**config.mk**
```make
export PLATFORM = sky130hd
export DESIGN_NAME = pll_clock_gen
export DESIGN_NICKNAME = d
export VERILOG_FILES = /design/src/rtl/pll_clock_gen.sv
export SDC_FILE = /design/constraint.sdc
export NUM_CORES = 1
export LEC_CHECK = 0
export BUFFER_PORTS_ARGS = -buffer_cell sky130_fd_sc_hd__buf_2
export CORE_MARGIN = 2
export CORE_UTILIZATION = 40
export CTS_CLUSTER_DIAMETER = 80
export CTS_CLUSTER_SIZE = 16
export DETAILED_ROUTE_END_ITERATION = 6
export HOLD_SLACK_MARGIN = 0.03
export PLACE_DENSITY = 0.56
export SETUP_SLACK_MARGIN = 0.4
export SLEW_MARGIN = 20
export SYNTH_ARGS = -nofsm -noshare
export SYNTH_HDL_FRONTEND = slang
export SYNTH_SLANG_ARGS = --single-unit
```
**constraint.sdc**
```tcl
create_clock -name inclk0 -period 1.8 [get_ports inclk0]
set_input_delay 0.18 -clock inclk0 [delete_from_list [all_inputs] [get_ports inclk0]]
set_output_delay 0.18 -clock inclk0 [all_outputs]
set_load 0.005 [all_outputs]
```
**src/rtl/pll_clock_gen.sv**
```systemverilog
// Counter-based stand-in for the vendor PLL: derives system, quadrature, pixel and x5 serializer
// clocks from inclk0 as registered outputs, plus a lock indicator.
module pll_clock_gen #(
   parameter int unsigned DIV0        = 8,
   parameter int unsigned DIV3        = 2,
   parameter int unsigned LOCK_CYCLES = 16
) (
   input  logic inclk0,
   input  logic nreset_in,
   output logic c0,
   output logic c1,
   output logic c2,
   output logic c3,
   output logic locked
);

   localparam int unsigned W0 = (DIV0 > 1) ? $clog2(DIV0) : 1;
   localparam int unsigned W3 = (DIV3 > 1) ? $clog2(DIV3) : 1;
   localparam int unsigned WL = (LOCK_CYCLES > 0) ? $clog2(LOCK_CYCLES + 1) : 1;

   localparam logic [W0-1:0] CNT0_LAST = W0'(DIV0 - 1);
   localparam logic [W0-1:0] CNT0_HALF = W0'(DIV0 / 2);
   localparam logic [W0-1:0] CNT0_Q1   = W0'(DIV0 / 4);
   localparam logic [W0-1:0] CNT0_Q3   = W0'((3 * DIV0) / 4);
   localparam logic [W3-1:0] CNT3_LAST = W3'(DIV3 - 1);
   localparam logic [W3-1:0] CNT3_HALF = W3'(DIV3 / 2);
   localparam logic [WL-1:0] LOCK_MAX  = WL'(LOCK_CYCLES);
   localparam logic [WL-1:0] LOCK_LAST = WL'(LOCK_CYCLES - 1);

   if ((DIV0 % 4) != 0 || DIV0 < 4) begin : g_bad_div0
      $error("pll_clock_gen: DIV0 must be a multiple of 4 and >= 4");
   end
   if ((DIV3 % 2) != 0 || DIV3 < 2) begin : g_bad_div3
      $error("pll_clock_gen: DIV3 must be even and >= 2");
   end
   if (LOCK_CYCLES < 1) begin : g_bad_lock
      $error("pll_clock_gen: LOCK_CYCLES must be >= 1");
   end

   logic [W0-1:0] cnt0;
   logic [W3-1:0] cnt3;
   logic [2:0]    cnt5;
   logic [WL-1:0] lock_cnt;
   logic [3:0]    half_idx;

   // Half-period index of the pixel clock, counted in c3 half-periods (0..9).
   always_comb begin
      half_idx = {cnt5, (cnt3 >= CNT3_HALF)};
   end

   always_ff @(posedge inclk0 or negedge nreset_in) begin
      if (!nreset_in) begin
         cnt0     <= '0;
         cnt3     <= '0;
         cnt5     <= '0;
         lock_cnt <= '0;
         c0       <= 1'b0;
         c1       <= 1'b0;
         c2       <= 1'b0;
         c3       <= 1'b0;
         locked   <= 1'b0;
      end else begin
         cnt0 <= (cnt0 == CNT0_LAST) ? '0 : cnt0 + W0'(1);
         c0   <= (cnt0 < CNT0_HALF);
         c1   <= (cnt0 >= CNT0_Q1) && (cnt0 < CNT0_Q3);

         cnt3 <= (cnt3 == CNT3_LAST) ? '0 : cnt3 + W3'(1);
         c3   <= (cnt3 < CNT3_HALF);
         if (cnt3 == CNT3_LAST) begin
            cnt5 <= (cnt5 == 3'd4) ? '0 : cnt5 + 3'd1;
         end
         c2 <= (half_idx < 4'd5);

         if (lock_cnt != LOCK_MAX) begin
            lock_cnt <= lock_cnt + WL'(1);
         end
         if (lock_cnt == LOCK_LAST) begin
            locked <= 1'b1;
         end
      end
   end

endmodule

```
==> results.ini, run 1 <==
[floorplan]
initial_core_util_pct = 41.5
fp-row-count = 15
die-area_mm2 = 0.00208
dieWidth_um = 45.6
io_pins = 7
fp.dieH_um = 45.6
core_area_mm2 = 0.00167

[place]
portBuffers = 6
dp_hpwl_um = 619
dp.cells = 78
pre_cts_ws_ns = 0.419
place_area_um2 = 744
gp_congestion = 0.694

[routing]
first_iter_violations = 1
wl_um = 817
firstDrtPassIters = 3
vias = 404
ant_nets = 0
vias_per_cell = 4.81
drc = 0
routedWlPerCell_um = 9.73

[cts]
clk_latency_ns = 0.27
clk_pin_slew_ns = 0.09
cts-buffers-inserted = 3
cts_tree = done
cts-root-buf = clkbuf_4
clock_sinks = 16
htreeDepth = 1
cts_buffer_depth = 2

[timing]
drv_slew = 0
rsz0062_at_grt = false
max_freq_mhz = 741
fin_skew_ns = 0.00412
setup_tns_ns = 0
maxSlewHeadroom_pct = 76.9
setup-violations-final = 0
worstMarginPinSlew_ns = 0.346
setup_slack_ns = 0.450
post-route-min-period_ns = 1.35
fin_crit_sh_pct = 75.0
finalHoldViolations = 0

[grt]
grt_max_degree = 17
antenna_found_initial = 0
grt_pass1_wl_mm = 1.32
track_usage_pct = 9.32
grt-ovfl-total = 0
first_global_vias = 335

[finish]
nNetsFinal = 77
multi_input_area_um2 = 269
stdcell_count = 84
final_cell_mix = dfrtp_1, inv_1, ha_1, buf_2, nand2b_1
area_growth_syn_to_layout_pct = 15.5
drive_above_1_share_pct = 25.4
mostFrequentLayoutCell = dfrtp_1
finalInstanceArea_um2 = 801
layout.area.seq_um2 = 400
fill_cells = 161
diodes = 0

[yosys]
synth_cell_types = 20
synth.top_cell.area_share_pct = 57.8
ys_ff_latch = 16
synth-adder-area-share_pct = 12.6
yosys.area_share.simple_pct = 14.4
synth_area_leader_cell = dfrtp_1
synthesis.nets = 64
synthTopCellsByArea = dfrtp_1, ha_1, nand2b_1, inv_1, xnor2_1
synth-compound-area-share_pct = 5.42
synth-xor-area-share_pct = 3.79
syn_area_um2 = 693
syn_area_per_cell_um2 = 12.6
synthMuxAreaShare_pct = 2.17
postSynthCellCount = 55
synth_top_family_by_area = simple AND/OR/NAND/NOR gates
ys_seq_area_share_pct = 57.8
synth_warnings = 0

[worst_setup_path]
crit_path_end_kind = flip-flop
cp-start-kind = flip-flop
r2r_start = lock_cnt[1]$_DFFE_PN0P_
ff2ff_setup_slack_ns = 0.45
critical-path-slowest-cell = dfrtp_1
ff2ff_path_depth = 4
crit_fanout = 4
rr_endpoint = locked$_DFFE_PN0N_
cp.required_ns = 1.96
crit_chain = ha_2 > and3_2 > ha_1 > or2_2
crit_type = reg -> reg
cpPeakStageDelay_ns = 0.42
cp.arrival_ns = 1.51

[min_path]
hp-class = in -> async

[run]
maxCapViolations = 0

[run_status]
outcome = finished, final reports clean

[power_and_ir_drop]
p_leak_nw = 0.400
irDropWorstVdd_mv = 0.594
finalPower_w = 0.000593
p_per_area_mw_per_mm2 = 740

[power breakdown]
part | total (W) | internal [W] | leakage (nW) | switching (W)
clock network | 0.000225 | 0.000123 | 0.0210 | 0.000102
logic | 0.00000886 | 0.00000220 | 0.185 | 0.00000666
registers | 0.000359 | 0.000359 | 0.194 | 0
[layer usage]
layer  track usage [%]  routed length [µm]  share of wire, %  vias up
li1                  -                   -                 -      202
met1              11.0                 396                48      196
met2              13.5                 389                48        6
met3              5.95                  32               3.9        0
met4              3.53                   0                 0        0
met5                 0                   0                 0        -
[registers in the layout, summed over array words and instances, names as in the netlist]
| name | flops |
|---|---|
| c3 | 1 |
| c0 | 1 |
| c2 | 1 |
| c1 | 1 |
| locked | 1 |
| cnt0 | 3 |
| lock_cnt | 5 |
| cnt5 | 3 |
[stage by stage]
step           util (%)  hold slack, ns
2_1_floorplan         -          -0.116
3_3_place_gp       44.6           0.109
3_5_place_dp       44.6           0.112
4_1_cts            47.8           0.334
5_1_grt            47.9           0.358
6_report           47.9           0.331
[worst max path at each step]
stage | startpoint | endpoint | slack (ns) | cells after the start
after floorplan | lock_cnt[0]$_DFFE_PN0P_ | locked$_DFFE_PN0N_ | 0.45 | 4
after global placement | lock_cnt[0]$_DFFE_PN0P_ | locked$_DFFE_PN0N_ | 0.43 | 4
after detailed placement | lock_cnt[0]$_DFFE_PN0P_ | locked$_DFFE_PN0N_ | 0.42 | 4
after CTS | lock_cnt[1]$_DFFE_PN0P_ | locked$_DFFE_PN0N_ | 0.42 | 4
after global routing | lock_cnt[0]$_DFFE_PN0P_ | locked$_DFFE_PN0N_ | 0.40 | 4
final | lock_cnt[1]$_DFFE_PN0P_ | locked$_DFFE_PN0N_ | 0.45 | 4
[kinds of logic after synthesis]
| family | after synthesis |
|---|---|
| AOI/OAI and AO/OA | 6 |
| DFF | 16 |
| adders and majority gates | 7 |
| muxes | 1 |
| xor gates and xnor gates | 3 |
| and+or+nand+nor | 15 |
| buffers and inverters | 7 |
[final cells by class]
type	instances	share of cell area (%)
flip-flops and latches	16	50.0
inverters	7	3.28
well taps	17	2.66
repair buffers	8	5.94
multi-input cells	32	33.6
clock buffers	4	4.53
[Yosys cell counts (all sizes together)]
master and n:
inv 7, a22o 1, dfrtp 16, and3 1
nor2b 1, o22ai 1, nor2 2, o21a 1
o21ai 3, and2 1, and3b 1, nand2 1
nand2b 5, or2 1, and4bb 1, xnor2 2
xor2 1, ha 7, mux2 1, nand3 1
[critical path, delay by kind of cell (launching register included)]
kind                       cells  cell delay [ns]
adders and majority gates      2             0.35
and+or+nand+nor                2             0.46
DFF                            1             0.42
[timing repair]
| action | 4_1_cts | 5_1_grt |
|---|---|---|
| endpoints found under the hold margin | 16 | 0 |
| setup buffers | 1 | 0 |
| endpoints found under the setup margin | 1 | 1 |
| resized for setup | 0 | 1 |
| hold buffers | 1 | 0 |
| gates cloned | 0 | 0 |
(Power assumes the default switching activity.)
==> inputs of run 2 (changes only) <==
ABC_AREA = 1   (was unset)
PLACE_DENSITY = 0.58   (was 0.56)
clock period = 1.2 ns   (was 1.8 ns; I/O delays follow)
==> results.ini, run 2 <==
[worst_setup_path]
crit_path_end_kind = flip-flop
ff2ff_path_depth = 5  ; +1
crit_type = reg -> reg
r2r_start = lock_cnt[1]$_DFFE_PN0P_
critical-path-slowest-cell = dfrtp_1
cp-start-kind = flip-flop
cp.arrival_ns = 1.34  ; -0.17 ns
rr_endpoint = locked$_DFFE_PN0N_
crit_fanout = 2  ; -2
cp.required_ns = 1.38  ; -0.58 ns
ff2ff_setup_slack_ns = 0.04  ; -0.41 ns
crit_chain = ha_2 > nand2_2 > nor2_2 > ha_4 > or2_4
cpPeakStageDelay_ns = 0.40  ; -0.02 ns

[timing]
max_freq_mhz = 862  ; +16%
finalHoldViolations = 0  ; unchanged
fin_crit_sh_pct = 96.7  ; +22 points
worstMarginPinSlew_ns = 0.337  ; -0.00908 ns
drv_slew = 0  ; unchanged
rsz0062_at_grt = true
setup-violations-final = 0  ; unchanged
setup_tns_ns = 0  ; unchanged
fin_skew_ns = 0.00665  ; +0.00253 ns
setup_slack_ns = 0.0396  ; -0.411 ns
post-route-min-period_ns = 1.16  ; -0.189 ns
maxSlewHeadroom_pct = 77.5  ; +0.61 points

[power_and_ir_drop]
p_int_w = 0.000727  ; +50%
finalPower_w = 0.000897  ; +51%
combPwrFrac_pct = 1.5  ; about the same
seqPwrFrac_pct = 60.0  ; -0.6 points
clockPowerShare_pct = 38.5  ; +0.6 points
p_per_area_mw_per_mm2 = 928  ; +25%
p_leak_nw = 0.473  ; +18%
irDropWorstVdd_mv = 0.565  ; -5.0%
power_switching_w = 0.000171  ; +57%
p_sw_share_pct = 19.0  ; +0.70 points

[yosys]
ys_ff_latch = 16  ; unchanged
postSynthCellCount = 70  ; +27%
synthTopCellsByArea = dfrtp_1, ha_1, nand2_1, inv_1, nor2_1
synth_area_leader_cell = dfrtp_1
synth-main-ff-cell = dfrtp_1
synth_most_common_cell = dfrtp_1
netlist_top_cells_count = dfrtp_1, nand2_1, inv_1, nor2_1, ha_1
synth_cell_types = 13  ; -35%
synth_edf_count = 0  ; unchanged
synthesis.nets = 79  ; +23%
synthArstFlopShare_pct = 100  ; unchanged
syn_area_per_cell_um2 = 9.83  ; -22%
synth.top_cell.area_share_pct = 58.2  ; +0.42 points
syn_area_um2 = 688  ; -0.72%
ys_seq_area_share_pct = 58.2  ; +0.42 points
synth_warnings = 0  ; unchanged

[routing]
drc = 0  ; unchanged
first_iter_violations = 1  ; unchanged
met2_length_um = 648  ; +67%
ant_nets = 0  ; unchanged
vias = 486  ; +20%
wirelength_met1_um = 473  ; +19%
vias_per_cell = 4.63  ; -3.8%
wl_met3_um = 46  ; +44%
wl_mm = 1.18  ; +44%
firstDrtPassIters = 2  ; -1
highest_layer = met4
routedWlPerCell_um = 11.2  ; +15%

[cts]
cts-root-buf = clkbuf_4
clk_latency_ns = 0.28  ; about the same
cts_tree = done
clock_sinks = 16  ; unchanged
cts-buffers-inserted = 3  ; unchanged
cts_buffer_depth = 2  ; unchanged
htreeDepth = 1  ; unchanged
clk_pin_slew_ns = 0.09  ; about the same

[run_status]
outcome = finished, final reports clean

[floorplan]
die-area_mm2 = 0.00207  ; -0.68%
dieWidth_um = 45.5  ; -0.34%
initial_core_util_pct = 44.1  ; +2.6 points
io_pins = 7  ; unchanged
core_area_mm2 = 0.00156  ; -6.7%
fp.dieH_um = 45.5  ; -0.34%
fp-row-count = 14  ; -1

[place]
portBuffers = 6  ; unchanged
pre_cts_ws_ns = 0.0345  ; -0.384 ns
gp_congestion = 0.700  ; +0.85%
dp_hpwl_um = 760  ; +23%
place_area_um2 = 788  ; +5.9%

[finish]
largest_reg_flops = 5  ; unchanged
nNetsFinal = 99  ; +29%
area_growth_syn_to_layout_pct = 40.5
drive_above_1_share_pct = 49.4  ; +24 points
final_cell_mix = dfrtp_1, nand2_1, inv_1
largestRegisters = lock_cnt (5), cnt0 (3), cnt5 (3)
mostFrequentLayoutCell = dfrtp_1
diodes = 0  ; unchanged
largest_register = lock_cnt
finalInstanceArea_um2 = 967  ; +21%

[grt]
grt_pass1_wl_mm = 1.91  ; +45%
grt-ovfl-total = 0  ; unchanged
first_global_vias = 459  ; +37%
antenna_found_initial = 0  ; unchanged
track_usage_pct = 13.6  ; +4.3 points
grt_max_degree = 17  ; unchanged

[run]
maxCapViolations = 0  ; unchanged

[min_path]
hp-class = in -> async

==> run 2: cell count changes after synthesis, sizes merged, moves of 2 or more <==
cell	change
a21oi	+2
inv	+5
nand2	+14
nand2b	-5
nand3	+3
nor2	+8
o21ai	-2
xnor2	-2
==> run 2: power by group through the flow <==
stage | Clock [W] | Combinational [W] | Sequential [W]
2_1_floorplan | 0 | 0.000000000187 | 0.000550
3_3_place_gp | 0 | 0.0000119 | 0.000549
3_5_place_dp | 0 | 0.0000117 | 0.000549
4_1_cts | 0.000366 | 0.0000142 | 0.000539
5_1_grt | 0.000391 | 0.0000161 | 0.000539
6_report | 0.000346 | 0.0000131 | 0.000539
==> run 2: stage by stage <==
step	util (%)	cells	hold slack, ns
after floorplan	-	70	-0.176
after global placement	50.6	95	0.0488
after detailed placement	50.6	95	0.0453
after CTS	56.3	103	0.258
after global routing	62.0	105	0.287
final	62.0	105	0.261
==> run 2: worst max-delay path by stage <==
stage                         endpoint                     from  depth (start not counted)  slack (ns)
global placement    locked$_DFFE_PN0N_  lock_cnt[1]$_DFFE_PN0P_                          5        0.05
detailed placement  locked$_DFFE_PN0N_  lock_cnt[1]$_DFFE_PN0P_                          5        0.03
floorplan           locked$_DFFE_PN0N_  lock_cnt[1]$_DFFE_PN0P_                          5        0.02
finish              locked$_DFFE_PN0N_  lock_cnt[1]$_DFFE_PN0P_                          5        0.04
CTS                 locked$_DFFE_PN0N_  lock_cnt[0]$_DFFE_PN0P_                          5        0.04
global route        locked$_DFFE_PN0N_  lock_cnt[1]$_DFFE_PN0P_                          5       -0.02
==> run 2: kinds of logic after synthesis <==
| logic type | after synthesis | share of synthesized area, % |
|---|---|---|
| fa+ha+maj | 7 | 12.7 |
| flops | 16 | 58.2 |
| simple gates | 31 | 19.1 |
| buf+inv | 12 | 6.54 |
| compound gates | 3 | 2.18 |
| xor+xnor | 1 | 1.27 |
==> run 2: layout make-up <==
cell class                      count  area [µm²]
Tap cell                           16        20.0
Sequential cell                    16         402
Timing Repair Buffer               15         121
Inverter                           12        45.0
Multi-Input combinational cell     42         343
Fill cell                         121         592
Clock buffer                        4        36.3
==> run 2: per-layer routing <==
layer  vias up  track usage [%]
met5         -                0
met4         0             7.06
met3         2             5.95
li1        252                -
met2         9             20.8
met1       223             16.1
==> run 2: critical path: cells and delay by family (launching register included) <==
kind,cells,cell delay [ns]
simple gates,3,0.33
fa+ha+maj,2,0.34
flops,1,0.40
==> run 2: timing repair <==
| action | CTS | global route |
|---|---|---|
| endpoints found under the hold margin | 16 | 0 |
| pin swaps | 4 | 6 |
| hold buffers | 1 | 0 |
| endpoints found under the setup margin | 16 | 17 |
| resized for setup | 5 | 18 |
| setup buffers | 3 | 2 |
